[src/rtl/mem_arbiter_rr_pkg.sv]
// Shared types for the round-robin RAM arbiter: FSM encoding, read-tag payload
// and a one-hot decode helper sized for the largest supported core count.
package mem_arbiter_rr_pkg;

   localparam int unsigned MAX_CORES = 16;
   localparam int unsigned CORE_IW   = 4;

   typedef enum logic {
      ST_IDLE = 1'b0,
      ST_OWN  = 1'b1
   } arb_state_e;

   // One entry of the read-return pipeline: which core an issued read belongs to.
   typedef struct packed {
      logic               vld;
      logic [CORE_IW-1:0] idx;
   } rd_tag_t;

   function automatic logic [MAX_CORES-1:0] onehot(input logic [CORE_IW-1:0] idx);
      onehot      = '0;
      onehot[idx] = 1'b1;
   endfunction

endpackage

[src/rtl/rr_picker.sv]
// Combinational round-robin select: first requester after start_i (wrapping),
// with start_i itself considered last unless excl_i removes it.
module rr_picker #(
   parameter int unsigned N  = 4,
   parameter int unsigned IW = 2
) (
   input  logic [N-1:0]  req_i,
   input  logic [IW-1:0] start_i,
   input  logic          excl_i,
   output logic          valid_o,
   output logic [IW-1:0] idx_o
);

   logic [IW-1:0] cand;

   always_comb begin
      valid_o = 1'b0;
      idx_o   = start_i;
      cand    = '0;
      for (int unsigned off = 1; off <= N; off++) begin
         cand = IW'((32'(start_i) + off) % N);
         if (!valid_o && req_i[cand] && !(excl_i && (off == N))) begin
            valid_o = 1'b1;
            idx_o   = cand;
         end
      end
   end

endmodule

[src/rtl/mem_arbiter_rr.sv]
// Round-robin arbiter sharing one single-port RAM between NCORES cores, with
// hold limiting, registered RAM strobes and a tagged read-return pipeline.
module mem_arbiter_rr
   import mem_arbiter_rr_pkg::*;
#(
   parameter int unsigned NCORES   = 4,
   parameter int unsigned AW       = 8,
   parameter int unsigned DW       = 8,
   parameter int unsigned MAX_HOLD = 8,
   parameter int unsigned RD_LAT   = 1
) (
   input  logic                 clk,
   input  logic                 rst_n,
   input  logic [NCORES-1:0]    rden,
   input  logic [NCORES-1:0]    wren,
   input  logic [NCORES*AW-1:0] Address,
   input  logic [NCORES*DW-1:0] Din,
   input  logic [DW-1:0]        ram_q,
   output logic [NCORES-1:0]    acq,
   output logic [DW-1:0]        Dq,
   output logic [NCORES-1:0]    rvalid,
   output logic [AW-1:0]        ram_addr,
   output logic [DW-1:0]        ram_din,
   output logic                 ram_wren,
   output logic                 ram_rden
);

   localparam int unsigned IW = $clog2(NCORES);
   localparam int unsigned HW = (MAX_HOLD > 0) ? $clog2(MAX_HOLD + 1) : 1;
   localparam logic [HW-1:0] HOLD_MAX   = HW'(MAX_HOLD);
   localparam logic [HW-1:0] HOLD_FIRST = (MAX_HOLD > 0) ? HW'(1) : HW'(0);

   arb_state_e          state_q, state_d;
   logic [IW-1:0]       last_q, last_d;
   logic [HW-1:0]       hold_q, hold_d;
   logic [NCORES-1:0]   req_c, others_c;
   logic                keep_c, grant_c, pick_valid_c;
   logic [IW-1:0]       pick_idx_c, gidx_c;

   logic [NCORES-1:0]   acq_q;
   logic [AW-1:0]       ram_addr_q;
   logic [DW-1:0]       ram_din_q;
   logic                ram_wren_q, ram_rden_q;
   rd_tag_t             pipe_q [RD_LAT];
   rd_tag_t             tail_c;

   assign req_c    = rden | wren;
   assign others_c = req_c & ~NCORES'(onehot(CORE_IW'(last_q)));
   assign keep_c   = req_c[last_q] &&
                     ((MAX_HOLD == 0) || (hold_q < HOLD_MAX) || (others_c == '0));

   // last_q doubles as the owner index while in ST_OWN; the owner is excluded
   // from the search because the picker is only consulted when it must yield.
   rr_picker #(
      .N  (NCORES),
      .IW (IW)
   ) u_picker (
      .req_i   (req_c),
      .start_i (last_q),
      .excl_i  (state_q == ST_OWN),
      .valid_o (pick_valid_c),
      .idx_o   (pick_idx_c)
   );

   always_comb begin
      state_d = state_q;
      last_d  = last_q;
      hold_d  = hold_q;
      grant_c = 1'b0;
      gidx_c  = last_q;
      case (state_q)
         ST_IDLE: begin
            if (pick_valid_c) begin
               grant_c = 1'b1;
               gidx_c  = pick_idx_c;
               state_d = ST_OWN;
               hold_d  = HOLD_FIRST;
            end
         end
         ST_OWN: begin
            if (keep_c) begin
               grant_c = 1'b1;
               if (hold_q < HOLD_MAX) hold_d = hold_q + 1'b1;
            end else if (pick_valid_c) begin
               grant_c = 1'b1;
               gidx_c  = pick_idx_c;
               hold_d  = HOLD_FIRST;
            end else begin
               state_d = ST_IDLE;
               hold_d  = '0;
            end
         end
         default: state_d = ST_IDLE;
      endcase
      if (grant_c) last_d = gidx_c;
   end

   always_ff @(posedge clk or negedge rst_n) begin
      if (!rst_n) begin
         state_q <= ST_IDLE;
         last_q  <= IW'(NCORES - 1);
         hold_q  <= '0;
      end else begin
         state_q <= state_d;
         last_q  <= last_d;
         hold_q  <= hold_d;
      end
   end

   // Issue the granted core's access; address/data hold while idle.
   always_ff @(posedge clk or negedge rst_n) begin
      if (!rst_n) begin
         acq_q      <= '0;
         ram_addr_q <= '0;
         ram_din_q  <= '0;
         ram_wren_q <= 1'b0;
         ram_rden_q <= 1'b0;
      end else begin
         acq_q      <= grant_c ? NCORES'(onehot(CORE_IW'(gidx_c))) : '0;
         ram_wren_q <= grant_c & wren[gidx_c];
         ram_rden_q <= grant_c & rden[gidx_c] & ~wren[gidx_c];
         if (grant_c) begin
            ram_addr_q <= Address[gidx_c*AW +: AW];
            ram_din_q  <= Din[gidx_c*DW +: DW];
         end
      end
   end

   // Read tags ride alongside the RAM latency, independent of later grants.
   always_ff @(posedge clk or negedge rst_n) begin
      if (!rst_n) begin
         for (int i = 0; i < RD_LAT; i++) pipe_q[i] <= '0;
      end else begin
         pipe_q[0] <= '{vld: ram_rden_q, idx: CORE_IW'(last_q)};
         for (int i = 1; i < RD_LAT; i++) pipe_q[i] <= pipe_q[i-1];
      end
   end

   assign tail_c   = pipe_q[RD_LAT-1];
   assign rvalid   = tail_c.vld ? NCORES'(onehot(tail_c.idx)) : '0;
   assign Dq       = ram_q;
   assign acq      = acq_q;
   assign ram_addr = ram_addr_q;
   assign ram_din  = ram_din_q;
   assign ram_wren = ram_wren_q;
   assign ram_rden = ram_rden_q;

endmodule
[config.mk]
export PLATFORM = sky130hd
export DESIGN_NAME = mem_arbiter_rr
export DESIGN_NICKNAME = d
export VERILOG_FILES = /design/src/rtl/mem_arbiter_rr_pkg.sv /design/src/rtl/rr_picker.sv /design/src/rtl/mem_arbiter_rr.sv
export SDC_FILE = /design/constraint.sdc
export NUM_CORES = 1
export LEC_CHECK = 0
export CELL_PAD_IN_SITES_DETAIL_PLACEMENT = 1
export CELL_PAD_IN_SITES_GLOBAL_PLACEMENT = 2
export CORE_ASPECT_RATIO = 0.6
export CORE_MARGIN = 8
export CORE_UTILIZATION = 21
export CTS_CLUSTER_SIZE = 10
export DETAILED_ROUTE_END_ITERATION = 7
export GPL_TIMING_DRIVEN = 0
export PLACE_DENSITY = 0.82
export SYNTH_ARGS = -nofsm -noshare
export SYNTH_HDL_FRONTEND = slang
export SYNTH_SLANG_ARGS = --single-unit
[constraint.sdc]
create_clock -name clk -period 3.1 [get_ports clk]
set_input_delay 0.775 -clock clk [delete_from_list [all_inputs] [get_ports clk]]
set_output_delay 0.775 -clock clk [all_outputs]
set_load 0.05 [all_outputs]
== Word-level counts from Yosys, hierarchy flattened ==
Cells that the tools add are included.
Word-level totals
  input port bits: 82
  word-level logic and storage cells: 96
  bits in registers: 32
Operators by class
  shift operators: 2
  eq/ne operators: 2
  muxes and demuxes: 41
  bitwise operators: 8
  $lt $le $gt $ge: 13
  reductions and logical operators: 15
  $add $sub $neg: 5
Operators with widths (count)
  $shiftx 32x6->8: 2
  $mux 4: 5
  $lt 2x3->1 const B: 6
  $mux 1: 17
  $lt 2x5->1 const B: 3
  $bmux 1 s2: 7
  $mux 2: 6
  $logic_and 1x1->1: 8
  $pmux 4 s2: 1
  $demux 1 s2: 3
  $ge 2x1->1 const B: 3
  $add 2x1->2 const B: 2
  $add 2x2->2 const B: 2
  $add 4x1->4 const B: 1
  $and 4x4->4: 1
  $logic_not 1->1: 4
  $logic_not 4->1: 1
  $lt 4x4->1 const B: 1
  $not 4->4: 1
  $or 4x4->4: 1
  $pmux 2 s2: 1
  $and 1x1->1: 3
  $ne 3x2->1 const B: 1
  $ne 2x2->1 const B: 1
  other kinds (4): 5

== Longest topological paths before layout ==
  word-level depth: 22
  gate-level depth with buffers: 13

== Cells and area by module ==
From an unflattened synthesis, not the netlist that was laid out.
Second synthesis, totals
  cell total of the unflattened synthesis: 260
  area total of the unflattened synthesis: 2570.0 um2
Modules (own cells, without submodules)
  mem_arbiter_rr: area each 2428.6 um2, instances 1, cells each 240
  rr_picker: area each 141.4 um2, instances 1, cells each 20

== Worst setup path before layout ==
Ideal clock, no wire load.
  path type: flip-flop to flip-flop
  start point: register last_q[0]
  end point: register ram_addr_q[5] (netlist: ram_addr[5])
  period minus slack after synthesis: 3.162 ns
  required time: 2.977 ns
  setup slack: -0.062 ns
  library setup time: 0.123 ns
  buffers on the path: 3
  cell stages (with the launch flop): 12
  arrival: 3.039 ns
  cell sequence: dfstp_2 -> buf_2 -> inv_1 -> ha_1 -> mux4_1 -> o31a_1 -> or3_1 -> buf_2 -> and2_4 -> buf_6 -> mux2_1 -> o221a_1
On the way
  word-level cells in the longest chain between the ends: 18
  elaborated cells on any way between the ends: 46
  those cells by class: add/sub (4); order compare (2); shift (1); mux (26); bitwise (2); reduce/logical (11)
RTL lines
  start: declaration: line mem_arbiter_rr.sv:34  | logic [IW-1:0] last_q, last_d;
  start signal: assignment: line mem_arbiter_rr.sv:101  | last_q <= IW'(NCORES - 1);
  start signal: assignment: line mem_arbiter_rr.sv:105  | last_q <= last_d;
  $add 2x1->2: line rr_picker.sv:21  | cand = IW'((32'(start_i) + off) % N);
  $bmux 1 s2: line rr_picker.sv:22  | if (!valid_o && req_i[cand] && !(excl_i && (off == N))) begin
  $mux 1 (not written as such): line rr_picker.sv:22
  $mux 1: line rr_picker.sv:22
  $logic_not 1->1: line rr_picker.sv:22
  $logic_and 1x1->1: line rr_picker.sv:22
  $mux 1: line rr_picker.sv:22
  $logic_not 1->1: line rr_picker.sv:22
  $logic_and 1x1->1: line rr_picker.sv:22
  $mux 1: line rr_picker.sv:22
  $logic_not 1->1: line rr_picker.sv:22
  $logic_and 1x1->1 (2 in a row): line rr_picker.sv:22
  $mux 2 or $mux 1 (tied branches): line rr_picker.sv:22
  $mux 2: line mem_arbiter_rr.sv:73, mem_arbiter_rr.sv:84
  $mux 2: line mem_arbiter_rr.sv:81  | if (keep_c) begin
  $pmux 2 s2: line mem_arbiter_rr.sv:71  | case (state_q)
  $shiftx 32x6->8: line mem_arbiter_rr.sv:123  | ram_addr_q <= Address[gidx_c*AW +: AW];
  end signal: assignment: line mem_arbiter_rr.sv:123
  end: declaration: line mem_arbiter_rr.sv:41  | logic [AW-1:0] ram_addr_q;
Several ways; a longest one is shown, not always the timed one. The select of a mux whose other input is x is not followed.
A chain may end at the register's enable or synchronous reset.

== Worst setup path after layout ==
  start point: input port rden[0]
  end point: register ram_addr_q[2] (netlist: ram_addr[2])
On the way
  word-level cells in the longest chain between the ends: 18
  elaborated cells on any way between the ends: 37
  those cells by class: shift (1); mux (24); bitwise (2); reduce/logical (10)
RTL lines
  start: declaration: line mem_arbiter_rr.sv:14  | input logic [NCORES-1:0] rden,
  $or 4x4->4 (*): line mem_arbiter_rr.sv:47  | assign req_c = rden | wren;
  $bmux 1 s2: line rr_picker.sv:22
  $mux 1 (not written as such): line rr_picker.sv:22
  $mux 1: line rr_picker.sv:22
  $logic_not 1->1: line rr_picker.sv:22
  $logic_and 1x1->1: line rr_picker.sv:22
  $mux 1: line rr_picker.sv:22
  $logic_not 1->1: line rr_picker.sv:22
  $logic_and 1x1->1: line rr_picker.sv:22
  $mux 1: line rr_picker.sv:22
  $logic_not 1->1: line rr_picker.sv:22
  $logic_and 1x1->1 (2 in a row): line rr_picker.sv:22
  $mux 2 or $mux 1 (tied branches): line rr_picker.sv:22
  $mux 2: line mem_arbiter_rr.sv:73, mem_arbiter_rr.sv:84
  $mux 2: line mem_arbiter_rr.sv:81
  $pmux 2 s2: line mem_arbiter_rr.sv:71
  $shiftx 32x6->8: line mem_arbiter_rr.sv:123
Every way passes the cells marked *; elsewhere a longest branch is shown, timed or not. The select of a mux whose other input is x is not followed.

==> results.cfg <==
[critical_path]
ff2ff_setup_slack_ps = 110
critPathSlowestCell = mux4_2
reg2reg_from = last_q[0]$_DFFE_PN1P_
r2r-end = ram_addr[2]$_DFFE_PN0P_
critPathBufInv = 2
critPathLaunch = rden[0]
cpPeakStageDelay_ps = 470
worstSetupEndpointType = flip-flop
cp_max_fo = 6
crit_family = multiplexers
arrival_ps = 3180
cp.required_ps = 3260
path_cells = clkdlybuf4s18_2 > nor2_2 > mux4_2 > o31a_1 > or3_4 > and2_4 > clkbuf_16 > mux2_4 > o221a_1
crit_type = primary input to flip-flop
reg2reg_depth = 9
critPathLaunchType = primary input

[power_and_ir_drop]
p_leak_nw = 1.65
pwr-share-clk_pct = 11.3
swShare_pct = 44.2
ir_worst_vdd_v = 0.000445
internal_power_mw = 2.74
p_total_mw = 4.90
powerDensity_nw_per_um2 = 1270
sequentialPowerShare_pct = 16.4
p_switching_mw = 2.17
power_frac_comb_pct = 72.3

[die]
die_area_sq_um = 14300
die_w_microns = 149
core_area_sq_um = 10500
core.rowCount = 29
initial_core_util_pct = 21.4
io_pins = 116
die_y_microns = 96.0

[clock_tree]
clock_path_buffers = 2
cts_sinks = 32
clockRootBuffer = clkbuf_16
htreeDepth = 2
cts_tree = yes
cts.reportedPaths.clkPinSlew_ps = 50
worstSkewPairLatency_ps = 270
cts_buffers = 5
holdBufCountCts = 0

[sta]
clock_skew_ps = 5.26
setup_violations = 0
period_share_pct = 97.5
slew_headroom_pct = 49.6
timing.fmax_mhz = 331
hold_ws_ps = 401
worst_pin_slew_ps = 756
finalHoldViolations = 0
drv_slew = 0
post-route-min-period_ps = 3020

[synth]
syn_area_per_cell_sq_um = 10.7
async_reset_ff_share_pct = 100
syn_nets = 297
yosysTopAreaCell = dfrtp_1
synth_commonest_cells = dfrtp_1 (30), a211o_1 (17), and3_1 (17)
netlist_top_cells_area = dfrtp_1 (34%), o221a_1 (8.0%), a211o_1 (6.6%), mux2_4 (6.0%), and3_1 (4.7%)
syn-instance-count = 210
yosysSeqAreaShare_pct = 35.8
synth_ff_type = dfrtp_1
yosysMostFrequentCell = dfrtp_1
synth_top_area_share_pct = 33.5
ys_warn_count = 0
synth_area_sq_um = 2240
synth_edf_count = 0
synth_cell_type_count = 50
synth-seq-cells = 32

[global_routing]
grt_overflow_total = 0
grt_max_degree = 33
grt_pass1_wl_microns = 13600
grt_antenna_before_repair = 0
first_global_vias = 2560
grt_usage_pct = 12.0

[route]
via_per_inst = 4.65
drc_errors = 0
drt-total-wl_microns = 8910
dr.pass1.iters = 4
num_vias = 2229
ant_nets = 0
wire_per_inst_microns = 18.6
drtIter0Drc = 46

[worst_hold_path]
whs_endpoint = pipe_q[4]$_DFF_PN0_
hold_class = flip-flop to flip-flop
min_delay_path_depth = 0
hp-start = ram_rden$_DFF_PN0_

[run_status]
status = finished clean

[place]
port_buffers = 107
gp_congestion = 0.780
dpl.hpwl_microns = 6690

[final_layout]
drive_above_1_share_pct = 25.9
seq_area_sq_um = 803
final_net_count = 426
fillerInstances = 1166
area_delta_synth_final_pct = 72.4
n_antenna_cell = 0
multi_input_area_sq_um = 1320

[flow_run]
cap_violations = 0
-- layer usage --
layer	part of all wire, %	track usage [%]	routed length (microns)	up-vias
li1	-	-	-	1064
met4	0.21	2.17	19	0
met5	0	0	0	-
met1	45	14.7	3990	1080
met3	10	6.20	915	2
met2	45	18.8	3980	83
-- kinds of logic after synthesis --
group	count (synthesis)	share of synthesized area, %
AND/OR/NAND/NOR	64	15.9
AO/OA/AOI/OAI	60	24.0
flip-flops	32	35.8
buffers and inverters	28	7.93
multiplexers	21	13.6
adder cells (fa/ha/maj)	5	2.79
-- placed cells by master (no fill, tap or decap), types with 4 or more instances in the layout --
| cell type | Yosys | routed |
|---|---|---|
| nand2_1 | 4 | 4 |
| mux2_4 | 9 | 10 |
| and3_1 | 17 | 17 |
| ha_1 | 5 | 4 |
| o221a_1 | 16 | 16 |
| a211o_1 | 17 | 17 |
| clkbuf_16 | 0 | 6 |
| mux2_2 | 5 | 5 |
| buf_4 | 8 | 26 |
| inv_1 | 6 | 4 |
| clkdlybuf4s50_1 | 0 | 98 |
| buf_2 | 4 | 4 |
| dfrtp_1 | 30 | 30 |
| nor2_1 | 15 | 14 |
| nor3_1 | 5 | 5 |
-- through the flow --
stage / area, sq um / util [%] / instances / worst slack (ps) / TNS (ps)
5_1_grt: 3860 / 36.8 / 479 / -44.7 / -231
4_1_cts: 3770 / 35.9 / 474 / 2.74 / 0
3_3_place_gp: 3500 / 33.4 / 456 / -795 / -16760
6_report: 3860 / 36.8 / 479 / 76.9 / 0
3_5_place_dp: 3500 / 33.3 / 456 / -855 / -18240
2_1_floorplan: 2260 / - / 210 / 36.6 / 0
-- area by class of cell --
class / count / area share, %
clock buffers: 5 / 3.24
inverters: 7 / 0.810
well taps: 139 / 4.50
multi-input cells: 150 / 34.3
flip-flops and latches: 32 / 20.8
repair buffers: 125 / 31.1
plain buffers: 18 / 4.21
clock inverters: 3 / 1.10
-- worst register-to-register path: cells and delay by family, from the launching register on --
family / cells / cell delay, ps
muxes: 2 / 790
AOI/OAI and AO/OA: 2 / 350
adders and majority gates: 1 / 280
buffers and inverters: 2 / 240
and+or+nand+nor: 2 / 610
DFF: 1 / 600
-- power by group through the flow --
stage / registers (mW) / logic, mW / clock network (mW)
after floorplan: 1.27 / 1.77 / 0
after global placement: 0.801 / 3.12 / 0
after detailed placement: 0.812 / 3.18 / 0
after CTS: 0.794 / 3.38 / 0.573
after global routing: 0.834 / 3.80 / 0.596
final: 0.803 / 3.55 / 0.553
-- repair_timing --
item                                    4_1_cts  5_1_grt
resized for setup                            35       21
endpoints found under the setup margin       24       20
cloned                                        0        1
setup buffers                                10        7
pin swaps                                     3        8
endpoints found under the hold margin         0        0
-- sequential cells by signal (all words and copies together), names as in the netlist --
register	flops
ram_wren	1
state_q	1
pipe_q	3
hold_q	4
ram_din	8
ram_addr	8
last_q	2
acq	4
ram_rden	1
-- worst max path at each step --
stage	endpoint	slack (ps)	depth (start not counted)
after floorplan	ram_addr[5]$_DFFE_PN0P_	40	11
after global placement	ram_addr[6]$_DFFE_PN0P_	-800	10
after detailed placement	ram_addr[5]$_DFFE_PN0P_	-860	10
after CTS	ram_addr[5]$_DFFE_PN0P_	3	11
after global routing	ram_addr[6]$_DFFE_PN0P_	-40	11
final	ram_addr[2]$_DFFE_PN0P_	80	9
Note: power is estimated with default switching activity, not from simulation.
